===== src/rtl/bp_cce_mem_to_wb_burst_pkg.sv =====
// Shared types and helpers for the BlackParrot memory-message to Wishbone bridge.
// Holds the mem message layout, FSM state enum, Wishbone CTI codes, and the
// size/byte-lane helper functions used by the bridge datapath.
package bp_wb_pkg;

   typedef enum logic [3:0] {
      e_bp_single_core_cfg = 4'd0
   } bp_cfg_e;

   localparam int paddr_width_lp   = 40;
   localparam int block_width_lp   = 512;
   localparam int payload_width_lp = 16;

   function automatic int cfg_paddr_width(bp_cfg_e cfg);
      case (cfg)
         e_bp_single_core_cfg: return paddr_width_lp;
         default:              return paddr_width_lp;
      endcase
   endfunction

   typedef enum logic [3:0] {
      e_mem_rd    = 4'd0,
      e_mem_wr    = 4'd1,
      e_mem_uc_rd = 4'd2,
      e_mem_uc_wr = 4'd3
   } mem_msg_type_e;

   // size encodes log2(bytes): 0=1B ... 6=64B
   typedef struct packed {
      mem_msg_type_e               msg_type;
      logic [paddr_width_lp-1:0]   addr;
      logic [2:0]                  size;
      logic [payload_width_lp-1:0] payload;
      logic [block_width_lp-1:0]   data;
   } mem_msg_s;

   typedef enum logic [1:0] {IDLE, BUS, RESP} state_e;

   localparam logic [2:0] CTI_CLASSIC = 3'b000;
   localparam logic [2:0] CTI_INCR    = 3'b010;
   localparam logic [2:0] CTI_EOB     = 3'b111;

   // Encodings above 64B are clamped to a full block.
   function automatic logic [6:0] size_to_bytes(logic [2:0] size);
      return (size >= 3'd6) ? 7'd64 : 7'(32'd1 << size);
   endfunction

   function automatic logic [7:0] sel_mask(logic [2:0] size, logic [2:0] off);
      logic [6:0]  bytes;
      logic [15:0] m;
      bytes = size_to_bytes(size);
      if (bytes >= 7'd8) m = 16'h00FF;
      else               m = (16'd1 << bytes) - 16'd1;
      m = m << off;
      return m[7:0];
   endfunction

   // Right-justify a sub-word read and clear bytes beyond the access size.
   function automatic logic [63:0] rd_justify(logic [63:0] dat, logic [2:0] size, logic [2:0] off);
      logic [6:0]  bytes;
      logic [63:0] mask;
      bytes = size_to_bytes(size);
      mask  = '1;
      if (bytes < 7'd8) mask = (64'd1 << {bytes[2:0], 3'b000}) - 64'd1;
      return (dat >> {off, 3'b000}) & mask;
   endfunction

endpackage


===== src/rtl/bp_cce_mem_to_wb_burst_if.sv =====
// Bus bundles for the bridge.
//  bp_cce_mem_if: command in (cmd, cmd_v, cmd_yumi) and response out
//                 (resp, resp_v, resp_ready). slave = the bridge side.
//  bp_wb_if:      64-bit Wishbone B4 with burst tags (cti/bte).
//                 master = the bridge side.
interface bp_cce_mem_if;
   bp_wb_pkg::mem_msg_s cmd;
   logic                cmd_v;
   logic                cmd_yumi;
   bp_wb_pkg::mem_msg_s resp;
   logic                resp_v;
   logic                resp_ready;

   modport master (output cmd, cmd_v, resp_ready, input cmd_yumi, resp, resp_v);
   modport slave  (input cmd, cmd_v, resp_ready, output cmd_yumi, resp, resp_v);
endinterface

interface bp_wb_if;
   logic [36:0] adr;
   logic [63:0] dat_w;
   logic [63:0] dat_r;
   logic [7:0]  sel;
   logic        cyc;
   logic        stb;
   logic        we;
   logic [2:0]  cti;
   logic [1:0]  bte;
   logic        ack;
   logic        err;

   modport master (output adr, dat_w, sel, cyc, stb, we, cti, bte, input dat_r, ack, err);
   modport slave  (input adr, dat_w, sel, cyc, stb, we, cti, bte, output dat_r, ack, err);
endinterface


===== src/rtl/bp_cce_mem_to_wb_burst_gearbox.sv =====
// bp_wb_block_gearbox: 512-bit block buffer addressed as eight 64-bit beats.
//  load_i/load_data_i : overwrite the whole block
//  idx_i              : current beat index
//  wr_slice_o         : beat idx_i of the block (write data out)
//  rd_v_i/rd_slice_i  : store a beat of read data at idx_i
//  block_o            : whole block
module bp_wb_block_gearbox (
   input  logic         clk_i,
   input  logic         reset_n_i,
   input  logic         load_i,
   input  logic [511:0] load_data_i,
   input  logic [2:0]   idx_i,
   input  logic         rd_v_i,
   input  logic [63:0]  rd_slice_i,
   output logic [63:0]  wr_slice_o,
   output logic [511:0] block_o
);
   genvar gi;
   for (gi = 0; gi < 8; gi++) begin : g_slice
      logic [63:0] slice_reg;
      always_ff @(posedge clk_i or negedge reset_n_i) begin
         if (!reset_n_i)                         slice_reg <= '0;
         else if (load_i)                        slice_reg <= load_data_i[64*gi +: 64];
         else if (rd_v_i && (idx_i == 3'(gi)))   slice_reg <= rd_slice_i;
      end
      assign block_o[64*gi +: 64] = slice_reg;
   end

   assign wr_slice_o = block_o[{idx_i, 6'd0} +: 64];
endmodule


===== src/rtl/bp_cce_mem_to_wb_burst.sv =====
// bp_cce_mem_to_wb_burst: executes DRAM-bound mem commands on a Wishbone bus.
// Full blocks go out as incrementing bursts, sub-block accesses as one
// classic cycle; exactly one response is returned per command.
//  clk_i, reset_n_i : clock, asynchronous active-low reset
//  mem              : command / response channel (slave side)
//  wbm              : Wishbone master
//  busy_o           : a command is in flight
//  err_count_o      : saturating count of beats ended by err or timeout
module bp_cce_mem_to_wb_burst
   import bp_wb_pkg::*;
#(
   parameter bp_cfg_e cfg_p            = e_bp_single_core_cfg,
   parameter int      timeout_cycles_p = 1024,
   parameter int      err_cnt_width_p  = 16
) (
   input  logic                       clk_i,
   input  logic                       reset_n_i,
   bp_cce_mem_if.slave                mem,
   bp_wb_if.master                    wbm,
   output logic                       busy_o,
   output logic [err_cnt_width_p-1:0] err_count_o
);
   localparam int paddr_w_lp = cfg_paddr_width(cfg_p);
   localparam int timer_w_lp = $clog2(timeout_cycles_p) + 1;

   state_e                       state_reg, state_next;
   mem_msg_type_e                msg_type_reg;
   logic [paddr_w_lp-1:0]        addr_reg;
   logic [2:0]                   size_reg;
   logic [payload_width_lp-1:0]  payload_reg;
   logic [2:0]                   beat_reg, last_beat_reg;
   logic [timer_w_lp-1:0]        timer_reg;
   logic [err_cnt_width_p-1:0]   err_cnt_reg;

   logic         yumi, bus_on, resp_v;
   logic         is_write, cmd_is_write, single, timeout, beat_err, beat_done;
   logic [6:0]   cmd_bytes;
   logic [63:0]  wr_slice, rd_slice;
   logic [511:0] block;
   mem_msg_s     resp_s;

   assign is_write     = (msg_type_reg == e_mem_wr) || (msg_type_reg == e_mem_uc_wr);
   assign cmd_is_write = (mem.cmd.msg_type == e_mem_wr) || (mem.cmd.msg_type == e_mem_uc_wr);
   assign cmd_bytes    = size_to_bytes(mem.cmd.size);
   assign single       = (last_beat_reg == 3'd0);
   assign timeout      = (timer_reg == timer_w_lp'(timeout_cycles_p - 1));
   // ack together with err is treated as an error
   assign beat_err     = wbm.err | timeout;
   assign beat_done    = (state_reg == BUS) & (wbm.ack | beat_err);

   always_comb begin
      state_next = state_reg;
      yumi       = 1'b0;
      bus_on     = 1'b0;
      resp_v     = 1'b0;
      unique case (state_reg)
         IDLE: begin
            // gated by reset so nothing is consumed while held in reset
            if (mem.cmd_v && reset_n_i) begin
               yumi       = 1'b1;
               state_next = BUS;
            end
         end
         BUS: begin
            bus_on = 1'b1;
            if (beat_done && (beat_reg == last_beat_reg)) state_next = RESP;
         end
         RESP: begin
            resp_v = 1'b1;
            if (mem.resp_ready) state_next = IDLE;
         end
         default: state_next = IDLE;
      endcase
   end

   always_ff @(posedge clk_i or negedge reset_n_i) begin
      if (!reset_n_i) begin
         state_reg     <= IDLE;
         msg_type_reg  <= e_mem_rd;
         addr_reg      <= '0;
         size_reg      <= '0;
         payload_reg   <= '0;
         beat_reg      <= '0;
         last_beat_reg <= '0;
         timer_reg     <= '0;
         err_cnt_reg   <= '0;
      end else begin
         state_reg <= state_next;
         if (yumi) begin
            msg_type_reg  <= mem.cmd.msg_type;
            addr_reg      <= mem.cmd.addr;
            size_reg      <= mem.cmd.size;
            payload_reg   <= mem.cmd.payload;
            beat_reg      <= '0;
            timer_reg     <= '0;
            last_beat_reg <= (cmd_bytes <= 7'd8) ? 3'd0 : 3'((cmd_bytes >> 3) - 7'd1);
         end else if (state_reg == BUS) begin
            if (beat_done) begin
               timer_reg <= '0;
               beat_reg  <= beat_reg + 3'd1;
            end else begin
               timer_reg <= timer_reg + 1'b1;
            end
         end
         if (beat_done && beat_err && (err_cnt_reg != '1)) err_cnt_reg <= err_cnt_reg + 1'b1;
      end
   end

   // Read commands start from a cleared buffer so unfilled bits return 0.
   assign rd_slice = beat_err ? 64'd0 :
                     single   ? rd_justify(wbm.dat_r, size_reg, addr_reg[2:0]) : wbm.dat_r;

   bp_wb_block_gearbox u_gearbox (
      .clk_i       (clk_i),
      .reset_n_i   (reset_n_i),
      .load_i      (yumi),
      .load_data_i (cmd_is_write ? mem.cmd.data : 512'd0),
      .idx_i       (beat_reg),
      .rd_v_i      (beat_done & ~is_write),
      .rd_slice_i  (rd_slice),
      .wr_slice_o  (wr_slice),
      .block_o     (block)
   );

   always_comb begin
      wbm.adr   = '0;
      wbm.dat_w = '0;
      wbm.sel   = '0;
      wbm.we    = 1'b0;
      wbm.cti   = CTI_CLASSIC;
      wbm.bte   = 2'b00;
      if (bus_on) begin
         wbm.adr   = addr_reg[paddr_w_lp-1:3] + 37'(beat_reg);
         wbm.we    = is_write;
         wbm.dat_w = single ? (wr_slice << {addr_reg[2:0], 3'b000}) : wr_slice;
         wbm.sel   = single ? sel_mask(size_reg, addr_reg[2:0]) : 8'hFF;
         wbm.cti   = single ? CTI_CLASSIC : ((beat_reg == last_beat_reg) ? CTI_EOB : CTI_INCR);
      end
   end

   always_comb begin
      resp_s          = '0;
      resp_s.msg_type = msg_type_reg;
      resp_s.addr     = addr_reg;
      resp_s.size     = size_reg;
      resp_s.payload  = payload_reg;
      resp_s.data     = is_write ? 512'd0 : block;
   end

   assign mem.cmd_yumi = yumi;
   assign mem.resp     = resp_s;
   assign mem.resp_v   = resp_v;
   assign wbm.cyc      = bus_on;
   assign wbm.stb      = bus_on;
   assign busy_o       = (state_reg != IDLE);
   assign err_count_o  = err_cnt_reg;
endmodule

===== src/flat_wrapper.sv =====
// flat-port wrapper written by rule: the top's interface ports become plain ports
module bp_cce_mem_to_wb_burst_flat import bp_wb_pkg::*;
#(
   parameter bp_cfg_e cfg_p            = e_bp_single_core_cfg,
   parameter int      timeout_cycles_p = 1024,
   parameter int      err_cnt_width_p  = 16
)
  (clk_i, reset_n_i, busy_o, err_count_o, mem_cmd, mem_cmd_v, mem_resp_ready, mem_cmd_yumi, mem_resp, mem_resp_v, wbm_adr, wbm_dat_w, wbm_sel, wbm_cyc, wbm_stb, wbm_we, wbm_cti, wbm_bte, wbm_dat_r, wbm_ack, wbm_err);
  bp_cce_mem_if mem_i ();
  bp_wb_if wbm_i ();
  input  logic clk_i;
  input  logic reset_n_i;
  output logic busy_o;
  output logic [err_cnt_width_p-1:0] err_count_o;
  input wire logic [$bits(mem_i.cmd)-1:0] mem_cmd;
  input wire logic [$bits(mem_i.cmd_v)-1:0] mem_cmd_v;
  input wire logic [$bits(mem_i.resp_ready)-1:0] mem_resp_ready;
  output wire logic [$bits(mem_i.cmd_yumi)-1:0] mem_cmd_yumi;
  output wire logic [$bits(mem_i.resp)-1:0] mem_resp;
  output wire logic [$bits(mem_i.resp_v)-1:0] mem_resp_v;
  output wire logic [$bits(wbm_i.adr)-1:0] wbm_adr;
  output wire logic [$bits(wbm_i.dat_w)-1:0] wbm_dat_w;
  output wire logic [$bits(wbm_i.sel)-1:0] wbm_sel;
  output wire logic [$bits(wbm_i.cyc)-1:0] wbm_cyc;
  output wire logic [$bits(wbm_i.stb)-1:0] wbm_stb;
  output wire logic [$bits(wbm_i.we)-1:0] wbm_we;
  output wire logic [$bits(wbm_i.cti)-1:0] wbm_cti;
  output wire logic [$bits(wbm_i.bte)-1:0] wbm_bte;
  input wire logic [$bits(wbm_i.dat_r)-1:0] wbm_dat_r;
  input wire logic [$bits(wbm_i.ack)-1:0] wbm_ack;
  input wire logic [$bits(wbm_i.err)-1:0] wbm_err;
  assign mem_i.cmd = mem_cmd;
  assign mem_i.cmd_v = mem_cmd_v;
  assign mem_i.resp_ready = mem_resp_ready;
  assign mem_cmd_yumi = mem_i.cmd_yumi;
  assign mem_resp = mem_i.resp;
  assign mem_resp_v = mem_i.resp_v;
  assign wbm_adr = wbm_i.adr;
  assign wbm_dat_w = wbm_i.dat_w;
  assign wbm_sel = wbm_i.sel;
  assign wbm_cyc = wbm_i.cyc;
  assign wbm_stb = wbm_i.stb;
  assign wbm_we = wbm_i.we;
  assign wbm_cti = wbm_i.cti;
  assign wbm_bte = wbm_i.bte;
  assign wbm_i.dat_r = wbm_dat_r;
  assign wbm_i.ack = wbm_ack;
  assign wbm_i.err = wbm_err;
  bp_cce_mem_to_wb_burst #(.cfg_p(cfg_p), .timeout_cycles_p(timeout_cycles_p), .err_cnt_width_p(err_cnt_width_p)) u_core (.clk_i(clk_i), .reset_n_i(reset_n_i), .mem(mem_i), .wbm(wbm_i), .busy_o(busy_o), .err_count_o(err_count_o));
endmodule

===== config.mk =====
export PLATFORM = sky130hd
export DESIGN_NAME = bp_cce_mem_to_wb_burst_flat
export DESIGN_NICKNAME = d
export VERILOG_FILES = /design/src/rtl/bp_cce_mem_to_wb_burst_pkg.sv /design/src/rtl/bp_cce_mem_to_wb_burst_if.sv /design/src/rtl/bp_cce_mem_to_wb_burst_gearbox.sv /design/src/rtl/bp_cce_mem_to_wb_burst.sv /design/src/flat_wrapper.sv
export SDC_FILE = /design/constraint.sdc
export NUM_CORES = 2
export LEC_CHECK = 0
export CORE_AREA = 2 2 528 530
export CTS_CLUSTER_DIAMETER = 30
export DETAILED_ROUTE_END_ITERATION = 7
export DIE_AREA = 0 0 530 532
export PLACE_DENSITY_LB_ADDON = 0.08
export SETUP_SLACK_MARGIN = 0.4
export SYNTH_ARGS = -nofsm -noshare
export SYNTH_HDL_FRONTEND = slang
export SYNTH_HIERARCHICAL = 1
export SYNTH_SLANG_ARGS = --single-unit

===== constraint.sdc =====
create_clock -name clk_i -period 4.4 [get_ports clk_i]
set_clock_uncertainty 0.05 [all_clocks]
set_input_delay 0.66 -clock clk_i [delete_from_list [all_inputs] [get_ports clk_i]]
set_output_delay 0.66 -clock clk_i [all_outputs]
set_load 0.01 [all_outputs]

; ---- Word-level counts from Yosys, hierarchy flattened
; Cells that the tools add are included.
[word_totals]
ff_bits = 610
wordCells = 141
[classes]
addsub = 7
order_cmp = 5
eq_ne = 19
shift = 8
muxes = 49
bitwise_logic = 6
reduce_logical = 30
[ops]
columns = cell, count
row1 = 64-bit two-way mux, 21
row2 = 512-bit two-way mux, 2
row3 = 512-bit by 10-bit indexed part select with 64-bit output, 1
row4 = 64-bit bitwise AND, 1
row5 = "1-bit by 6-bit left shift with 64-bit output, first input constant", 1
row6 = 64-bit by 6-bit left shift with 64-bit output, 1
row7 = 64-bit by 6-bit >> shifter with 64-bit output, 1
row8 = "64-bit by 1-bit subtractor with 64-bit output, second input constant", 1
row9 = 37-bit by 3-bit adder with 37-bit output, 1
row10 = 37-bit two-way mux, 1
row11 = 11-bit two-way mux, 3
row12 = 16-bit two-way mux, 2
row13 = 2-bit nonzero test, 11
row14 = 3-bit two-way mux, 7
row15 = "16-bit by 1-bit adder with 16-bit output, second input constant", 1
row16 = 8-bit two-way mux, 2
row17 = "16-bit != test, second input constant", 1
row18 = "1-bit by 7-bit left shift with 16-bit output, first input constant", 1
row19 = 16-bit by 3-bit left shift with 8-bit output, 1
row20 = "16-bit by 1-bit subtractor with 16-bit output, second input constant", 1
row21 = 7-bit two-way mux, 2
row22 = "1-bit by 3-bit left shift with 7-bit output, first input constant", 2
row23 = "3-bit == test, second input constant", 4
row24 = 1-bit logical AND, 12
row25 = 28 further kinds, 43

; ---- Longest topological paths before layout
[logic_depth]
ltp_word = 10
ltp_mapped = 12
depth_no_buf = 9

; ---- Hierarchy
; The synthesis kept the hierarchy.
[by_module_without_submodules]
columns = mod, instances, cells_each, area_per_inst_um2
row1 = bp_wb_block_gearbox, 1, 2793, 27617.7
row2 = bp_cce_mem_to_wb_burst, 1, 2520, 16986.3

; ---- Worst setup path after synthesis
; OpenSTA, ideal clock, no wires.
[synth_path]
kind = flip-flop to output port
startpoint = register u_core.beat_reg[0]
endpoint = output wbm_dat_w[63]
arrival_time_ps = 2689
t_required_ps = 3690
slack_ps = 1001
stages_incl_launch_ff = 11
n_path_buf = 3
cell_sequence = dfrtp_1 > buf_4 > buf_4 > nand2b_1 > clkbuf_1 > o22ai_1 > a211oi_1 > mux2i_1 > mux2_2 > a2111oi_0 > a21o_1
[synth_between]
elab_chain_len = 4
[synth_lines]
columns = element, line
row1 = "start, declared", bp_cce_mem_to_wb_burst.sv:31  ; logic [2:0] beat_reg, last_beat_reg;
row2 = "start signal, assigned", bp_cce_mem_to_wb_burst.sv:100  ; beat_reg <= beat_reg + 3'd1;
row3 = 512-bit by 10-bit indexed part select with 64-bit output, bp_cce_mem_to_wb_burst_gearbox.sv:29  ; assign wr_slice_o = block_o[{idx_i, 6'd0} +: 64];
row4 = named net u_core.wr_slice[7], bp_cce_mem_to_wb_burst.sv:38  ; logic [63:0] wr_slice, rd_slice;
row5 = 64-bit by 6-bit left shift with 64-bit output, bp_cce_mem_to_wb_burst.sv:135  ; wbm.dat_w = single ? (wr_slice << {addr_reg[2:0], 3'b000}) : wr_slice;
row6 = 64-bit two-way mux, bp_cce_mem_to_wb_burst.sv:135
row7 = 64-bit two-way mux, bp_cce_mem_to_wb_burst.sv:132  ; if (bus_on) begin
row8 = "end, declared", flat_wrapper.sv:22  ; output wire logic [$bits(wbm_i.dat_w)-1:0] wbm_dat_w;
; The timed path passes the listed nets, and every way through them passes these cells.

; ---- Worst setup path after layout
[layout_path]
startpoint = register u_core.beat_reg[1]
endpoint = output wbm_dat_w[52]
; The elaborated chain is that of the path after synthesis.

==> flow_summary.html <==
<table>
<tr><th>Metric</th><th>Value</th></tr>
<tr><th colspan="2">Placement</th></tr>
<tr><td>Routability congestion estimate from global placement</td><td>0.851</td></tr>
<tr><td>Port Buffer Count</td><td>1,353</td></tr>
<tr><td>Detailed placement HPWL</td><td>278,000 um</td></tr>
<tr><td>DP Worst Slack</td><td>-0.301 ns</td></tr>
<tr><th colspan="2">Run status</th></tr>
<tr><td>Violated checks</td><td>setup timing</td></tr>
<tr><td>Status</td><td>finished, violations left</td></tr>
<tr><th colspan="2">Yosys</th></tr>
<tr><td>Number of synthesized flops with an enable pin</td><td>0</td></tr>
<tr><td>Post-synthesis async set-or-reset flop share</td><td>100%</td></tr>
<tr><td>Sequential share of the synthesized area</td><td>34.2%</td></tr>
<tr><td>Top FF cell, synth</td><td>dfrtp_1</td></tr>
<tr><td>Leading cell types by total area after synthesis</td><td>dfrtp_1 34%, mux2_2 14%, nand2_1 11%</td></tr>
<tr><td>Multiplexer area fraction after synthesis</td><td>19.8%</td></tr>
<tr><td>Mean area per synthesized cell</td><td>8.40 um^2</td></tr>
<tr><td>Library cells used by synthesis</td><td>77</td></tr>
<tr><td>Total of warnings raised by yosys</td><td>6</td></tr>
<tr><td>Mapped cell area</td><td>44,600 um^2</td></tr>
<tr><td>Combinational family with the most area after synthesis</td><td>simple AND/OR/NAND/NOR gates</td></tr>
<tr><td>Share of the synthesized area in the top cell type</td><td>34.2%</td></tr>
<tr><td>Synthesized-area fraction occupied by xor and xnor cells</td><td>0.569%</td></tr>
<tr><td>Post-Synth Adder-Cell Area</td><td>0.297%</td></tr>
<tr><td>Post-Syn Instances</td><td>5,313</td></tr>
<tr><td>Number of synthesized register bits</td><td>610</td></tr>
<tr><td>Simple-gate portion of the synthesized area</td><td>30.9%</td></tr>
<tr><td>Cell taking the most area after synthesis</td><td>dfrtp_1</td></tr>
<tr><td>Area fraction in compound gates after synthesis</td><td>9.13%</td></tr>
<tr><th colspan="2">Drt</th></tr>
<tr><td>Total Routed Length</td><td>364,000 um</td></tr>
<tr><td>Iter 0 DRT Violations</td><td>2,882</td></tr>
<tr><td>Post-detailed-route DRC marker count</td><td>0</td></tr>
<tr><td>Number of vias in the routed layout</td><td>48.1k</td></tr>
<tr><td>Number of optimization iterations in the first detailed-route pass</td><td>5</td></tr>
<tr><td>WL/cell</td><td>33.6 um</td></tr>
<tr><td>Number of nets still failing antenna checks after routing</td><td>0</td></tr>
<tr><td>Post-DR vias/cell</td><td>4.44</td></tr>
<tr><th colspan="2">Hold path</th></tr>
<tr><td>Hold Crit Start</td><td>mem_cmd[556]</td></tr>
<tr><td>Endpoint, Worst Hold</td><td>u_core/addr_reg[25]$_DFFE_PN0P_</td></tr>
<tr><td>Worst Hold Class</td><td>in -&gt; reg</td></tr>
<tr><td>Hold Path Stages</td><td>3</td></tr>
<tr><th colspan="2">Power</th></tr>
<tr><td>Worst vdd rail ir drop</td><td>0.317 mV</td></tr>
<tr><td>Leak</td><td>33.9 nW</td></tr>
<tr><td>Design Power</td><td>71.9 mW</td></tr>
<tr><td>Power Density</td><td>931 nW/um^2</td></tr>
<tr><th colspan="2">Worst setup path</th></tr>
<tr><td>Biggest fanout along the worst timing path</td><td>8</td></tr>
<tr><td>Type of the worst setup path</td><td>reg -&gt; out</td></tr>
<tr><td>Delay contributed by the slowest stage of the critical path</td><td>0.70 ns</td></tr>
<tr><td>Cell-by-cell trace of the critical path</td><td>buf_6 -&gt; nand2b_4 -&gt; buf_12 -&gt; buf_8 -&gt; o22ai_2 -&gt; a211oi_4 -&gt; buf_6 -&gt; mux2i_2 -&gt; a211oi_1 -&gt; a21oi_1 -&gt; a21oi_2 -&gt; buf_12</td></tr>
<tr><td>FF-to-FF setup slack</td><td>0.79 ns</td></tr>
<tr><td>Capturing element type of the critical path</td><td>output pin</td></tr>
<tr><td>RR Startpoint</td><td>u_core/timer_reg[1]$_DFFE_PN0P_</td></tr>
<tr><td>Critical Path Source</td><td>u_core/beat_reg[1]$_DFFE_PN0P_</td></tr>
<tr><td>CP startpoint kind</td><td>flip-flop</td></tr>
<tr><td>Library cell contributing the largest single delay on the critical path</td><td>a211oi_4</td></tr>
<tr><td>Arr. time, crit path</td><td>3.89 ns</td></tr>
<tr><td>R2R cell count</td><td>10</td></tr>
<tr><td>Bufs and invs on worst path</td><td>5</td></tr>
<tr><td>Worst Path Required</td><td>3.69 ns</td></tr>
<tr><td>Kind of cell adding the most delay to the critical path</td><td>compound AO/OA/AOI/OAI gates</td></tr>
<tr><td>Endpoint of the worst-slack reg-to-reg timing path</td><td>u_core/u_gearbox/g_slice[5].slice_reg[13]$_DFFE_PN0P_</td></tr>
<tr><th colspan="2">Global routing</th></tr>
<tr><td>Overall overflow remaining after global route</td><td>0</td></tr>
<tr><td>Via count of the first global-routing pass</td><td>50.9k</td></tr>
<tr><td>Wire length of the first global-routing pass</td><td>477,000 um</td></tr>
<tr><td>Overall routing resource usage</td><td>24.8%</td></tr>
<tr><td>Largest net degree at the start of global routing</td><td>131</td></tr>
<tr><td>Initial antenna violation count</td><td>111</td></tr>
<tr><th colspan="2">Final layout</th></tr>
<tr><td>Ratio of cells with drive above 1 in the final layout</td><td>26.4%</td></tr>
<tr><td>Largest register FFs</td><td>512</td></tr>
<tr><td>Post-layout nets</td><td>7,563</td></tr>
<tr><td>Utilization after layout</td><td>28.0%</td></tr>
<tr><td>Area growth from synthesis to layout</td><td>73.2%</td></tr>
<tr><th colspan="2">Floorplan</th></tr>
<tr><td>Die width</td><td>530 um</td></tr>
<tr><td>Boundary Pins</td><td>1,356</td></tr>
<tr><td>Starting utilization of the core area</td><td>16.2%</td></tr>
<tr><td>Die ar.</td><td>282,000 um^2</td></tr>
<tr><td>Std-Cell Core Area</td><td>276,000 um^2</td></tr>
<tr><td>Row cnt</td><td>193</td></tr>
<tr><td>Chip height</td><td>532 um</td></tr>
<tr><th colspan="2">Clock network</th></tr>
<tr><td>Clock buffer count from CTS</td><td>274</td></tr>
<tr><td>Sink Count</td><td>610</td></tr>
<tr><td>Clock insertion delay at the later pin of the skew report</td><td>0.83 ns</td></tr>
<tr><td>Clock transition at the registers of the reported paths</td><td>0.04 ns</td></tr>
<tr><td>CTS root buf</td><td>clkbuf_16</td></tr>
<tr><td>H-Tree Depth</td><td>5</td></tr>
<tr><td>Clock tree buffer depth</td><td>4</td></tr>
<tr><td>TritonCTS clock tree</td><td>yes</td></tr>
<tr><th colspan="2">STA</th></tr>
<tr><td>Slew at the pin closest to its max-slew limit</td><td>1.18 ns</td></tr>
<tr><td>Worst max-slew margin expressed relative to the limit</td><td>21.4%</td></tr>
<tr><td>Count of endpoints failing setup in the final report</td><td>11</td></tr>
<tr><td>Final Cycle Share</td><td>105%</td></tr>
<tr><td>Minimum clock period</td><td>4.60 ns</td></tr>
<tr><td>Worst hold slack</td><td>0.298 ns</td></tr>
<tr><td>Worst-case setup margin in the final layout</td><td>-0.199 ns</td></tr>
<tr><td>Top achievable clock speed</td><td>217 MHz</td></tr>
<tr><td>Max Transition Viols Final</td><td>0</td></tr>
<tr><td>Final Hold Violating Endpoints</td><td>0</td></tr>
<tr><td>Unrepaired setup endpoints after global routing</td><td>yes</td></tr>
<tr><th colspan="2">Run</th></tr>
<tr><td>Reported max-cap violation count</td><td>0</td></tr>
</table>
==> cell type report <==
| cell class | instances | area (um^2) |
|---|---|---|
| clock buffer | 429 | 8100 |
| clock inverter | 39 | 452 |
| fill | 29800 | 199000 |
| multi-input combinational | 4206 | 29800 |
| sequential | 610 | 15300 |
| tap | 3705 | 4640 |
| antenna | 40 | 100 |
| timing repair buffer | 1801 | 18800 |
| inverter | 15 | 70.1 |
==> cells in the mapped netlist (all sizes together), types with 6 or more instances <==
cell type	count
nand2b	91
dfrtp	610
mux2i	163
a211oi	52
or3	12
nor3b	7
nor2b	522
o2bb2ai	29
and2	529
buf	204
nor3	32
or2	6
xor2	16
a21oi	93
ha	9
o221ai	10
or4	13
a222oi	7
a221oi	36
a22oi	17
o311ai	6
o221a	8
nand2	1280
clkbuf	281
nand3	38
a2bb2oi	8
mux4	16
o21ai	63
a22o	12
xnor2	13
and3	19
o22ai	105
nand3b	9
a31oi	97
nor4	17
nand4	16
nor2	184
o31ai	13
inv	15
mux2	606
o211ai	6
==> routing by layer <==
| metal | GRT usage, % | wire, um | vias up |
|---|---|---|---|
| met5 | 0 | 220 | - |
| met4 | 7.68 | 12200 | 36 |
| met3 | 6.01 | 24000 | 545 |
| met2 | 42.9 | 177000 | 1886 |
| met1 | 30.1 | 151000 | 24400 |
| li1 | - | - | 21300 |
==> worst min-delay path: cells and delay by family <==
kind	cells	cell delay [ns]
buffers and inverters	1	0.39
and+or+nand+nor	2	0.09
==> how the worst max path moves through the flow <==
stage | to | slack, ns | cells past startpoint
2_1_floorplan | wbm_dat_w[63] | 1.00 | 10
3_3_place_gp | wbm_dat_w[59] | -0.38 | 13
3_5_place_dp | wbm_dat_w[59] | -0.30 | 13
4_1_cts | wbm_dat_w[58] | -0.20 | 12
5_1_grt | wbm_dat_w[63] | -0.26 | 11
6_report | wbm_dat_w[52] | -0.20 | 12
==> metrics by stage <==
stage / cell area [um^2] / cells / setup TNS (ns)
finish: 77200 / 10800 / -1.00
global route: 77200 / 10800 / -3.44
CTS: 75200 / 10700 / -3.24
detailed placement: 64200 / 10200 / -1.28
global placement: 64200 / 10200 / -1.42
floorplan: 44600 / 5314 / 0
==> cells by family (layout without fill, tap and decap cells) <==
kind of cell | Yosys count | in the layout
other cells | 2 | 43
xor+xnor | 29 | 29
flops | 610 | 610
mux | 785 | 785
compound gates | 590 | 591
simple gates | 2787 | 2788
fa+ha+maj | 10 | 10
buf+inv | 500 | 2284
==> placed cells by master, fill, tap and decap left out, drive strengths merged, types with 19 or more instances in the layout <==
cell	count
mux2	606
nor3	32
nand2	1280
inv	25
nand2b	91
clkinv	29
clkdlybuf4s50	1239
nand3	38
nor2	184
o2bb2ai	29
o21ai	64
diode	40
a31oi	97
mux2i	163
a211oi	52
and3	19
dfrtp	610
a221oi	36
a21oi	93
clkbuf	433
and2	529
buf	536
o22ai	105
nor2b	522
==> where the power goes <==
| part | internal, mW | switching, mW | leakage, nW |
|---|---|---|---|
| Clock | 12.4 | 5.14 | 4.18 |
| Combinational | 18.7 | 24.4 | 21.9 |
| Sequential | 8.00 | 3.25 | 7.90 |
==> timing repair <==
item,CTS,global route
gates resized for setup,467,276
endpoints found under the hold margin,9,0
endpoints found under the setup margin,135,80
pin swaps,61,79
hold buffers,1,0
setup buffers,93,56
cloned,8,4
No activity file was read; power rests on OpenSTA's default activity.
